==> src/rtl/uart_pkg.sv <==
// uart_pkg: shared FSM states, frame layout and frame builder for the UART transmitter.
// Macro UART_TX_PARITY_EN selects the 11-bit frame with even parity; undefined gives a 10-bit frame.
package uart_pkg;
    typedef enum logic {IDLE, SHIFT} state_t;
    localparam int UART_DATA_W    = 8;
    localparam int UART_FRAME_W   = 11;
    localparam int FRAME_START    = 0;
    localparam int FRAME_DATA_LSB = 1;
    localparam int FRAME_PARITY   = 9;
`ifdef UART_TX_PARITY_EN
    localparam int FRAME_STOP     = 10;
    localparam int FRAME_BITS     = 11;
`else
    localparam int FRAME_STOP     = 9;
    localparam int FRAME_BITS     = 10;
`endif

    function automatic logic [UART_FRAME_W-1:0] build_frame(input logic [UART_DATA_W-1:0] d);
        logic [UART_FRAME_W-1:0] f;
        f = '1;
        f[FRAME_START] = 1'b0;
        f[FRAME_DATA_LSB +: UART_DATA_W] = d;
`ifdef UART_TX_PARITY_EN
        f[FRAME_PARITY] = ^d;
`else
        f[FRAME_PARITY] = 1'b1;
`endif
        f[FRAME_STOP] = 1'b1;
        return f;
    endfunction
endpackage

==> src/rtl/uart_baud_gen.sv <==
// uart_baud_gen: bit-period counter, pulses bit_done on the last clock of each serial bit.
module uart_baud_gen #(
    parameter int CLKS_PER_BIT = 16
) (
    input  logic rxclk,
    input  logic rxreset,
    input  logic clr,
    input  logic en,
    output logic bit_done
);
    localparam int CW = $clog2(CLKS_PER_BIT);

    logic [CW-1:0] cnt;

    assign bit_done = en && (cnt == CW'(CLKS_PER_BIT - 1));

    // count clocks within a bit, wrapping at the end of each bit period
    always_ff @(posedge rxclk or posedge rxreset) begin
        if (rxreset)
            cnt <= '0;
        else if (clr)
            cnt <= '0;
        else if (en)
            cnt <= bit_done ? '0 : cnt + 1'b1;
    end
endmodule

==> src/rtl/uart_tx_scheduler.sv <==
// uart_tx_scheduler: round-robin arbiter sharing one UART transmit line among NREQ byte producers.
// Define UART_TX_PARITY_EN for 11-bit frames with even parity; default build sends 10-bit frames.
module uart_tx_scheduler
    import uart_pkg::*;
#(
    parameter int NREQ         = 4,
    parameter int CLKS_PER_BIT = 16
) (
    input  logic                        rxclk,
    input  logic                        rxreset,
    input  logic [NREQ-1:0]             req,
    input  logic [UART_DATA_W*NREQ-1:0] req_data,
    output logic [NREQ-1:0]             grant,
    output logic                        busy,
    output logic [$clog2(NREQ)-1:0]     cur_id,
    output logic [UART_FRAME_W-1:0]     frame,
    output logic                        txd
);
    localparam int IDW = $clog2(NREQ);

    state_t                 state;
    logic [IDW-1:0]         last;
    logic [IDW-1:0]         win;
    logic [NREQ-1:0]        win_oh;
    logic [UART_DATA_W-1:0] win_data;
    logic [3:0]             bit_idx;
    logic [3:0]             nxt_idx;
    logic                   bit_done;

    function automatic logic [IDW-1:0] rr_pick(input logic [NREQ-1:0] r, input logic [IDW-1:0] l);
        rr_pick = l;
        for (int k = NREQ; k >= 1; k--)
            if (r[(int'(l) + k) % NREQ])
                rr_pick = IDW'((int'(l) + k) % NREQ);
    endfunction

    assign win      = rr_pick(req, last);
    assign win_oh   = NREQ'(1) << win;
    assign win_data = req_data[UART_DATA_W*win +: UART_DATA_W];
    assign nxt_idx  = bit_idx + 4'd1;

    uart_baud_gen #(.CLKS_PER_BIT(CLKS_PER_BIT)) u_baud (
        .rxclk    (rxclk),
        .rxreset  (rxreset),
        .clr      (state == IDLE),
        .en       (state == SHIFT),
        .bit_done (bit_done)
    );

    // arbitrate in IDLE, then shift the captured frame out one bit per baud period
    always_ff @(posedge rxclk or posedge rxreset) begin
        if (rxreset) begin
            state   <= IDLE;
            last    <= IDW'(NREQ - 1);
            grant   <= '0;
            busy    <= 1'b0;
            cur_id  <= '0;
            frame   <= '0;
            txd     <= 1'b1;
            bit_idx <= '0;
        end else begin
            grant <= '0;
            if (state == IDLE) begin
                if (|req) begin
                    grant   <= win_oh;
                    cur_id  <= win;
                    last    <= win;
                    frame   <= build_frame(win_data);
                    bit_idx <= '0;
                    busy    <= 1'b1;
                    txd     <= 1'b0;
                    state   <= SHIFT;
                end
            end else if (bit_done) begin
                if (bit_idx == 4'(FRAME_BITS - 1)) begin
                    state <= IDLE;
                    busy  <= 1'b0;
                    txd   <= 1'b1;
                end else begin
                    bit_idx <= nxt_idx;
                    txd     <= frame[nxt_idx];
                end
            end
        end
    end
endmodule
==> config.mk <==
export PLATFORM = sky130hd
export DESIGN_NAME = uart_tx_scheduler
export DESIGN_NICKNAME = d
export VERILOG_FILES = /design/src/rtl/uart_pkg.sv /design/src/rtl/uart_baud_gen.sv /design/src/rtl/uart_tx_scheduler.sv
export SDC_FILE = /design/constraint.sdc
export NUM_CORES = 1
export LEC_CHECK = 0
export ABC_AREA = 1
export CORE_MARGIN = 5
export CORE_UTILIZATION = 47
export CTS_CLUSTER_SIZE = 20
export DETAILED_ROUTE_END_ITERATION = 8
export PLACE_DENSITY = 0.82
export SLEW_MARGIN = 20
export SYNTH_ARGS = -nofsm -noshare
export SYNTH_HDL_FRONTEND = slang
export SYNTH_SLANG_ARGS = --single-unit
==> constraint.sdc <==
create_clock -name rxclk -period 2.3 [get_ports rxclk]
set_input_delay 0.46 -clock rxclk [delete_from_list [all_inputs] [get_ports rxclk]]
set_output_delay 0.46 -clock rxclk [all_outputs]
set_load 0.01 [all_outputs]
==> impl_metrics.toml, run 1 <==
[critical_path]
critical_path.max_fanout = 17
cp_slowest_stage_delay_ns = 0.64
slowest_stage = "dfstp_2"
critPathLaunchType = "register"
worst_setup_path_end_kind = "register"
critPathRequiredTime_ns = 2.48
path_class = "reg2reg"
crit_arrival_ns = 2.21
path_cells = "buf_4 > nand2_2 > nand2_2 > nand2_2 > nand2_2 > inv_2 > nand2_4 > nand3_4 > nand2_4 > nand2_1 > nand3_1 > nand2_1 > nand2_1 > nand2_1"

[clock_tree]
root_buffer = "clkbuf_8"
post_cts_resize_count = 0
post_cts_buffers = 0
numCtsBuffers = 3
insertion_delay_ns = 0.28
holdBufCountCts = 0
h-tree-depth = 1
cts_sinks = 28
clock_path_buffers = 2
clkSlewWorstSetupHoldPaths_ns = 0.09
cts_tree = "done"

[placed_design]
place_hpwl_mm = 3.523
place_ws_ns = 0.06993
port_buffers = 55
place_inst = 367
place.gp.congestion = 0.7986

[outcome]
status = "finished clean"

[detailed_routing]
drc = 0
via_per_inst = 4.981
vias = 1848
first_pass_iters = 4
drtIter0Drc = 125
wl_per_cell_um = 11.78
routed_wl_mm = 4.371
ant_nets = 0

[logic_synthesis]
yosysUniqueCellTypes = 31
synth_most_common_cell = "nand2_1"
synth_area_um2 = 1919
synth_common_cells = "nand2_1 (82), nand3_1 (39), inv_1 (32)"
ys_ff_latch = 28
synth.avg_cell_area_um2 = 7.162
synth_top_cell_by_area = "dfrtp_1"
synth_warnings = 0
synth.net_count = 309
seq_area_frac_synth = 0.3670
synth_top_area_share = 0.3259
synth_edf_count = 0
syn-instance-count = 268
synth.area.top_cells = "dfrtp_1 (33%), nand2_1 (16%), nand3_1 (10%)"
ys_dominant_reg_cell = "dfrtp_1"
synthArstFlopShare = 1.000

[global_routing]
track_usage = 0.1699
antenna_found_initial = 0
grt_pass1_vias = 1726
overflow = 0
grt_max_degree = 29
grt_pass1_wl_mm = 7.458

[finish]
antenna_cells = 0
nets = 363
syn_to_final_growth_pct = 30.77
final_cells = 371
post-route-util = 0.6320
drive_above_1_share = 0.1277

[timing]
setup_violations = 0
slew_viol_final = 0
rsz0062_at_grt = "false"
clock.fmax_mhz = 492.3
fin_crit_sh = 0.8831
hold_viol = 0
finalWorstSetupSlack_ns = 0.2688
tns_ns = 0
skew_ns = 0.001598
period_minus_slack_ns = 2.031

[job]
cap_viol_max_count = 0

[die]
initial_core_util = 0.4833
die_area_um2 = 5462
die_w_um = 73.91
row_count = 23
core-area_um2 = 3971
die_y_um = 73.91
io_pins = 57

[power]
vdd_ir_drop_max_v = 0.0002339
cellLeakagePower_uw = 0.001318
power_per_cell_area_nw_per_um2 = 386.4
finalPower_uw = 969.7

[min_path]
holdCritPathClass = "reg2reg"
critical path, delay by kind of cell (launching register included):
kind | cells | cell delay [ns]
simple gates | 12 | 1.06
buf+inv | 2 | 0.24
flops | 1 | 0.64
kinds of logic (layout without fill, tap and decap cells):
logic type,after synthesis,in the layout,synth area share
buffers and inverters,49,102,0.1343
other,1,1,0.001954
adders and majority gates,3,3,0.01956
and+or+nand+nor,165,165,0.4042
xor gates and xnor gates,3,3,0.01369
DFF,28,28,0.3670
AOI/OAI and AO/OA,19,19,0.05933
layout by cell type (no fill, tap or decap):
cell	count
a21oi_1	4
a21oi_2	1
a31oi_1	1
buf_4	5
clkbuf_8	4
clkdlybuf4s50_1	55
conb_1	1
dfrtp_1	25
dfstp_2	3
ha_1	3
inv_1	32
inv_2	6
nand2_1	82
nand2_2	12
nand2_4	3
nand2_8	1
nand3_1	39
nand3_2	2
nand3_4	1
nor2_1	18
nor2_2	1
nor3_1	4
nor4_1	1
o21ai_0	8
o21ai_2	1
o22ai_1	2
o311ai_0	2
or2_2	1
xor2_1	3
worst paths after layout:
kind,startpoint,endpoint,cells after the start,slack (ns)
setup reg to reg,last[0],frame[5],14,0.27
max in group asynchronous,rxreset,txd,3,1.48
min in group asynchronous,rxreset,u_baud.cnt[0],3,0.53
hold / removal,u_baud.cnt[0],u_baud.cnt[0],1,0.46
hold reg to reg,u_baud.cnt[0],u_baud.cnt[0],1,0.46
setup / recovery,last[0],frame[5],14,0.27
area by class of cell:
type	count	area (um2)
Inverter	38	142.6
Fill cell	369	1461
Timing Repair Buffer	60	588.1
Sequential cell	28	704.4
Tap cell	50	62.56
Multi-Input combinational cell	191	957.2
Clock buffer	4	55.05
per-stage QoR:
| stage | hold slack [ns] | cell area (um2) |
|---|---|---|
| after floorplan | 0.4312 | 1919 |
| after global placement | 0.4498 | 2455 |
| after detailed placement | 0.4567 | 2455 |
| after CTS | 0.4691 | 2510 |
| after global routing | 0.4892 | 2510 |
| final | 0.4621 | 2510 |
flip-flops by register name, summed over array words and instances (netlist names):
register    flops
frame           9
bit_idx         4
grant           4
u_baud.cnt      4
cur_id          2
last            2
busy            1
state           1
txd             1
power breakdown:
part / internal, uW / total (uW) / switching, uW / leakage [uW]
Clock: 154 / 305 / 152 / 0.0000288
Sequential: 492 / 492 / 0 / 0.000361
Combinational: 90.4 / 172 / 81.8 / 0.000928
Total: 736 / 970 / 234 / 0.00132
routing by layer:
metal / part of all wire / up-vias / global-route usage
met3: 0.068 / 7 / 0.02599
met4: 0.016 / 0 / 0.05634
li1: - / 949 / -
met5: 0 / - / 0
met2: 0.48 / 67 / 0.2835
met1: 0.43 / 825 / 0.2248
(Power assumes the default switching activity.)
==> inputs of run 2 (changes only) <==
- clock period: 2.3 -> 2.1 ns (I/O delays scaled with it)
==> run 2 against run 1 <==
Power rose by 10%. Global-route usage about the same. Non-clock buffer count grew 5. Core utilization up 2.0 points. First-iteration DRC count is 17% lower. Clock-buffer cell count did not move. Hold slack lost 0.0024 ns. Critical path depth is the same. Combinational power is 13% higher. Wire length rose by 2.2%. Worst setup slack got worse by 0.10 ns. Largest power group unchanged. Flip-flop and latch count unchanged. Critical endpoint unchanged.
==> impl_metrics.toml, run 2 (synthesized netlist as in run 1, its figures left out) <==
[placed_design]
place_hpwl_mm = 3.520
port_buffers = 55
place_inst = 369
place.gp.congestion = 0.8100

[timing]
hold_viol = 0
period_minus_slack_ns = 1.933
clock.fmax_mhz = 517.2
setup_violations = 0
fin_crit_sh = 0.9207
skew_ns = 0.006241
rsz0062_at_grt = "false"
slew_viol_final = 0

[finish]
final_cell_mix = "nand2_1 (81), clkdlybuf4s50_1 (55), nand3_1 (38)"
largest_reg_flops = 9
regMostFlops = "frame"
syn_to_final_growth_pct = 34.94
nets = 369
drive_above_1_share = 0.1498
layout.cells.most_common = "nand2_1"
antenna_cells = 0
final_cells = 377

[critical_path]
r2r-end = "frame[5]"
crit_end = "frame[5]"
critical_path_depth = 14
cp_top_family = "simple AND/OR/NAND/NOR gates"
critPathRequiredTime_ns = 2.27
rrSetupSlack_ns = 0.17
r2r_start = "last[0]"
worst_setup_path_end_kind = "register"
cp_slowest_stage_delay_ns = 0.56
r2r_cells = 14
critical_path.max_fanout = 17
path_class = "reg2reg"
path_cells = "buf_6 > nand2_1 > nand2_1 > nand2_1 > nand2_2 > nand2_4 > nand2_4 > nand2_8 > nand2_8 > nand2_1 > nand3_1 > nand2_1 > nand2_1 > nand2_1"
critPathLaunchType = "register"
path_buf_inv = 1
slowest_stage = "dfstp_2"
crit_start = "last[0]"
path_common_cell = "nand2_1"
crit_arrival_ns = 2.11

[detailed_routing]
drtIter0Drc = 104
drc = 0
wl_per_cell_um = 11.85
first_pass_iters = 4
via_per_inst = 5.008
vias = 1888
ant_nets = 0
routed_wl_mm = 4.466

[power]
vdd_ir_drop_max_v = 0.0002513
cellLeakagePower_uw = 0.001355
swShare = 0.2419
p_sw_uw = 257.9
power_per_cell_area_nw_per_um2 = 411.7
pwr-share-comb = 0.183
finalPower_uw = 1066
cell_internal_pwr_uw = 808.3
power_frac_clock = 0.312
seq_power_share = 0.506

[global_routing]
grt_pass1_vias = 1766
grt_pass1_wl_mm = 7.500
grt_max_degree = 29
antenna_found_initial = 0
track_usage = 0.1700
overflow = 0

[die]
die_area_um2 = 5462
io_pins = 57
die_y_um = 73.91
initial_core_util = 0.4833
row_count = 23
die_w_um = 73.91
core-area_um2 = 3971

[min_path]
holdCritPathClass = "reg2reg"

[clock_tree]
insertion_delay_ns = 0.27
clock_path_buffers = 2
numCtsBuffers = 3
holdBufCountCts = 0
h-tree-depth = 1
cts_tree = "done"
clkSlewWorstSetupHoldPaths_ns = 0.10
cts_sinks = 28
root_buffer = "clkbuf_8"

[outcome]
status = "finished clean"

[job]
cap_viol_max_count = 0
==> run 2: what timing repair did <==
item / in CTS / in global routing
setup endpoints to repair: 0 / 7
gates resized for setup: 0 / 4
setup buffers: 0 / 3
==> run 2: power groups by stage <==
stage / Sequential [uW] / Clock (uW) / Combinational [uW]
after floorplan: 549 / 0 / 109
after global placement: 549 / 0 / 189
after detailed placement: 549 / 0 / 192
after CTS: 539 / 337 / 192
after global routing: 539 / 355 / 217
final: 539 / 333 / 195
==> run 2: through the flow <==
| step | TNS, ns | hold WS [ns] | area [um2] | utilization | setup slack, ns |
|---|---|---|---|---|---|
| 6_report | 0 | 0.4597 | 2590 | 0.6522 | 0.1666 |
| 5_1_grt | 0 | 0.4719 | 2590 | 0.6522 | 0.02825 |
| 4_1_cts | 0 | 0.4619 | 2525 | 0.6358 | 0.07728 |
| 3_5_place_dp | -0.8189 | 0.4494 | 2470 | 0.6219 | -0.1470 |
| 3_3_place_gp | -0.3891 | 0.4510 | 2470 | 0.6219 | -0.08772 |
| 2_1_floorplan | 0 | 0.4312 | 1919 | - | 0.4147 |
==> run 2: cell type report <==
| cell class | count | area (um2) |
|---|---|---|
| Fill cell | 356 | 1381 |
| Timing Repair Buffer | 65 | 641.9 |
| Multi-Input combinational cell | 192 | 983.4 |
| Sequential cell | 28 | 704.4 |
| Tap cell | 50 | 62.56 |
| Inverter | 38 | 142.6 |
| Clock buffer | 4 | 55.05 |
==> run 2: worst min path at each step <==
| stage | from | cells after the start | endpoint | slack (ns) |
|---|---|---|---|---|
| 2_1_floorplan | u_baud.cnt[0] | 1 | u_baud.cnt[0] | 0.43 |
| 3_3_place_gp | u_baud.cnt[0] | 1 | u_baud.cnt[0] | 0.45 |
| 3_5_place_dp | u_baud.cnt[0] | 1 | u_baud.cnt[0] | 0.45 |
| 4_1_cts | u_baud.cnt[0] | 1 | u_baud.cnt[0] | 0.46 |
| 5_1_grt | u_baud.cnt[0] | 1 | u_baud.cnt[0] | 0.47 |
| 6_report | u_baud.cnt[0] | 1 | u_baud.cnt[0] | 0.46 |
==> run 2: per-layer routing <==
layer	share of wire	GRT usage
met4	0.0076	0.03823
met3	0.068	0.03146
met1	0.43	0.2107
met2	0.49	0.3051
met5	0	0
==> inputs of run 3 (changes only) <==
- ABC_CLOCK_PERIOD_IN_PS: default -> 2100
- PLACE_DENSITY: 0.82 -> 0.87
- TNS_END_PERCENT: default -> 50
==> run 3 against run 2 <==
Critical path depth is the same. Clock power shrank 14%. Register-to-register slack lost 0.02 ns. Final cell count shrank 0.80%. Hold slack lost 0.064 ns. First-iteration DRC count shrank 1.9%. Clock-buffer cell count is the same. Wire length shrank 0.13%. Worst setup slack lost 0.016 ns.
==> impl_metrics.toml, run 3 (synthesized netlist as in run 1, its figures left out) <==
[critical_path]
r2r-end = "frame[5]"
path_class = "reg2reg"
crit_arrival_ns = 2.12
worst_setup_path_end_kind = "register"
crit_start = "last[0]"
rrSetupSlack_ns = 0.15
r2r_start = "last[0]"
r2r_cells = 14
cp_slowest_stage_delay_ns = 0.61
critical_path.max_fanout = 11
path_cells = "buf_4 > nand2_1 > nand2_1 > nand2_1 > nand2_2 > nand2_4 > nand2_4 > nand2_8 > nand2_4 > nand2_1 > nand3_1 > nand2_1 > nand2_1 > nand2_1"
slowest_stage = "dfstp_2"
path_buf_inv = 1
path_common_cell = "nand2_1"
cp_top_family = "simple AND/OR/NAND/NOR gates"
critPathRequiredTime_ns = 2.27
critPathLaunchType = "register"

[finish]
post-route-util = 0.6471
syn_to_final_growth_pct = 33.90
final_cells = 374
drive_above_1_share = 0.1420
finalInstanceArea_um2 = 2570
largest_reg_flops = 9
regMostFlops = "frame"
antenna_cells = 0
layout.cells.most_common = "nand2_1"
multi_input_comb_area_um2 = 967.2
final_cell_mix = "nand2_1 (81), clkdlybuf4s50_1 (55), nand3_1 (38)"
nFillCells = 354
final-seq-area_um2 = 704.4
nets = 366

[timing]
fin_crit_sh = 0.9284
skew_ns = 0.007827
slew_viol_final = 0
setup_violations = 0
tns_ns = 0
period_minus_slack_ns = 1.950
clock.fmax_mhz = 512.9
hold_viol = 0

[global_routing]
grt_pass1_vias = 1774
antenna_found_initial = 0
grt_pass1_wl_mm = 7.596
track_usage = 0.1704
overflow = 0
grt_max_degree = 21

[min_path]
holdCritPathClass = "in2async"

[outcome]
status = "finished clean"

[power]
seq_power_share = 0.526
pwr-share-comb = 0.192
power_frac_clock = 0.281
cell_internal_pwr_uw = 778.8
swShare = 0.2393
finalPower_uw = 1024
cellLeakagePower_uw = 0.001347
vdd_ir_drop_max_v = 0.0002179
power_per_cell_area_nw_per_um2 = 398.4
p_sw_uw = 245.1

[clock_tree]
clkSlewWorstSetupHoldPaths_ns = 0.09
numCtsBuffers = 3
root_buffer = "clkbuf_8"
clock_path_buffers = 2
holdBufCountCts = 0
h-tree-depth = 1
cts_sinks = 28
cts_tree = "done"
insertion_delay_ns = 0.27

[detailed_routing]
wl_per_cell_um = 11.93
routed-wl-met2_mm = 2.238
drtIter0Drc = 102
ant_nets = 0
via_per_inst = 5.056
vias = 1891
drc = 0
routed.top_layer = "met4"
wl_met1_mm = 1.891
first_pass_iters = 5
wl_met3_um = 304
routed_wl_mm = 4.460

[die]
die_w_um = 73.91
initial_core_util = 0.4833
die_area_um2 = 5462
io_pins = 57
row_count = 23
die_y_um = 73.91
core-area_um2 = 3971

[job]
cap_viol_max_count = 0

[placed_design]
port_buffers = 55
place_hpwl_mm = 3.636
dpl-instance-area_um2 = 2507
place.gp.congestion = 0.8753
place_inst = 369
run 3: layout make-up:
type	instances	share of cell area
Inverter	38	0.05550
Clock buffer	4	0.01753
Sequential cell	28	0.2741
Multi-Input combinational cell	191	0.3763
Timing Repair Buffer	63	0.2522
Tap cell	50	0.02434
run 3: worst reg2reg max path, stage by stage, from the launching register on:
cell     delay [ns]
dfstp_2        0.61
buf_4          0.18
nand2_1        0.05
nand2_1        0.09
nand2_1        0.09
nand2_2        0.10
nand2_4        0.08
nand2_4        0.10
nand2_8        0.09
nand2_4        0.17
nand2_1        0.07
nand3_1        0.07
nand2_1        0.06
nand2_1        0.06
nand2_1        0.05
run 3: metrics by stage:
step                      setup WS, ns  hold WS (ns)
after floorplan                 0.4147        0.4312
after global placement        0.004119        0.4494
after detailed placement      -0.06461        0.4561
after CTS                       0.1020        0.4064
after global routing         -0.002097        0.4383
final                           0.1505        0.3959
run 3: worst max path at each step:
stage	endpoint	slack (ns)	depth (start not counted)
global route	frame[5]	-0.002	14
floorplan	frame[1]	0.41	15
detailed placement	frame[5]	-0.06	14
finish	frame[5]	0.15	14
CTS	frame[5]	0.10	13
global placement	frame[7]	0.004	14
run 3: timing repair:
action / 4_1_cts / 5_1_grt
gates resized for setup: 0 / 4
setup endpoints to repair: 0 / 11
setup buffers: 0 / 1
run 3: power by group through the flow:
stage,sequential [uW],combinational [uW],clock (uW)
after global placement,549,192,0
final,539,197,288
after floorplan,549,109,0
after global routing,539,220,318
after CTS,539,196,301
after detailed placement,549,195,0
run 3: metal layers:
| metal | track usage | vias to the layer above |
|---|---|---|
| li1 | - | 950 |
| met1 | 0.2254 | 861 |
| met2 | 0.2992 | 76 |
| met5 | 0 | - |
| met4 | 0.03018 | 0 |
| met3 | 0.02326 | 4 |
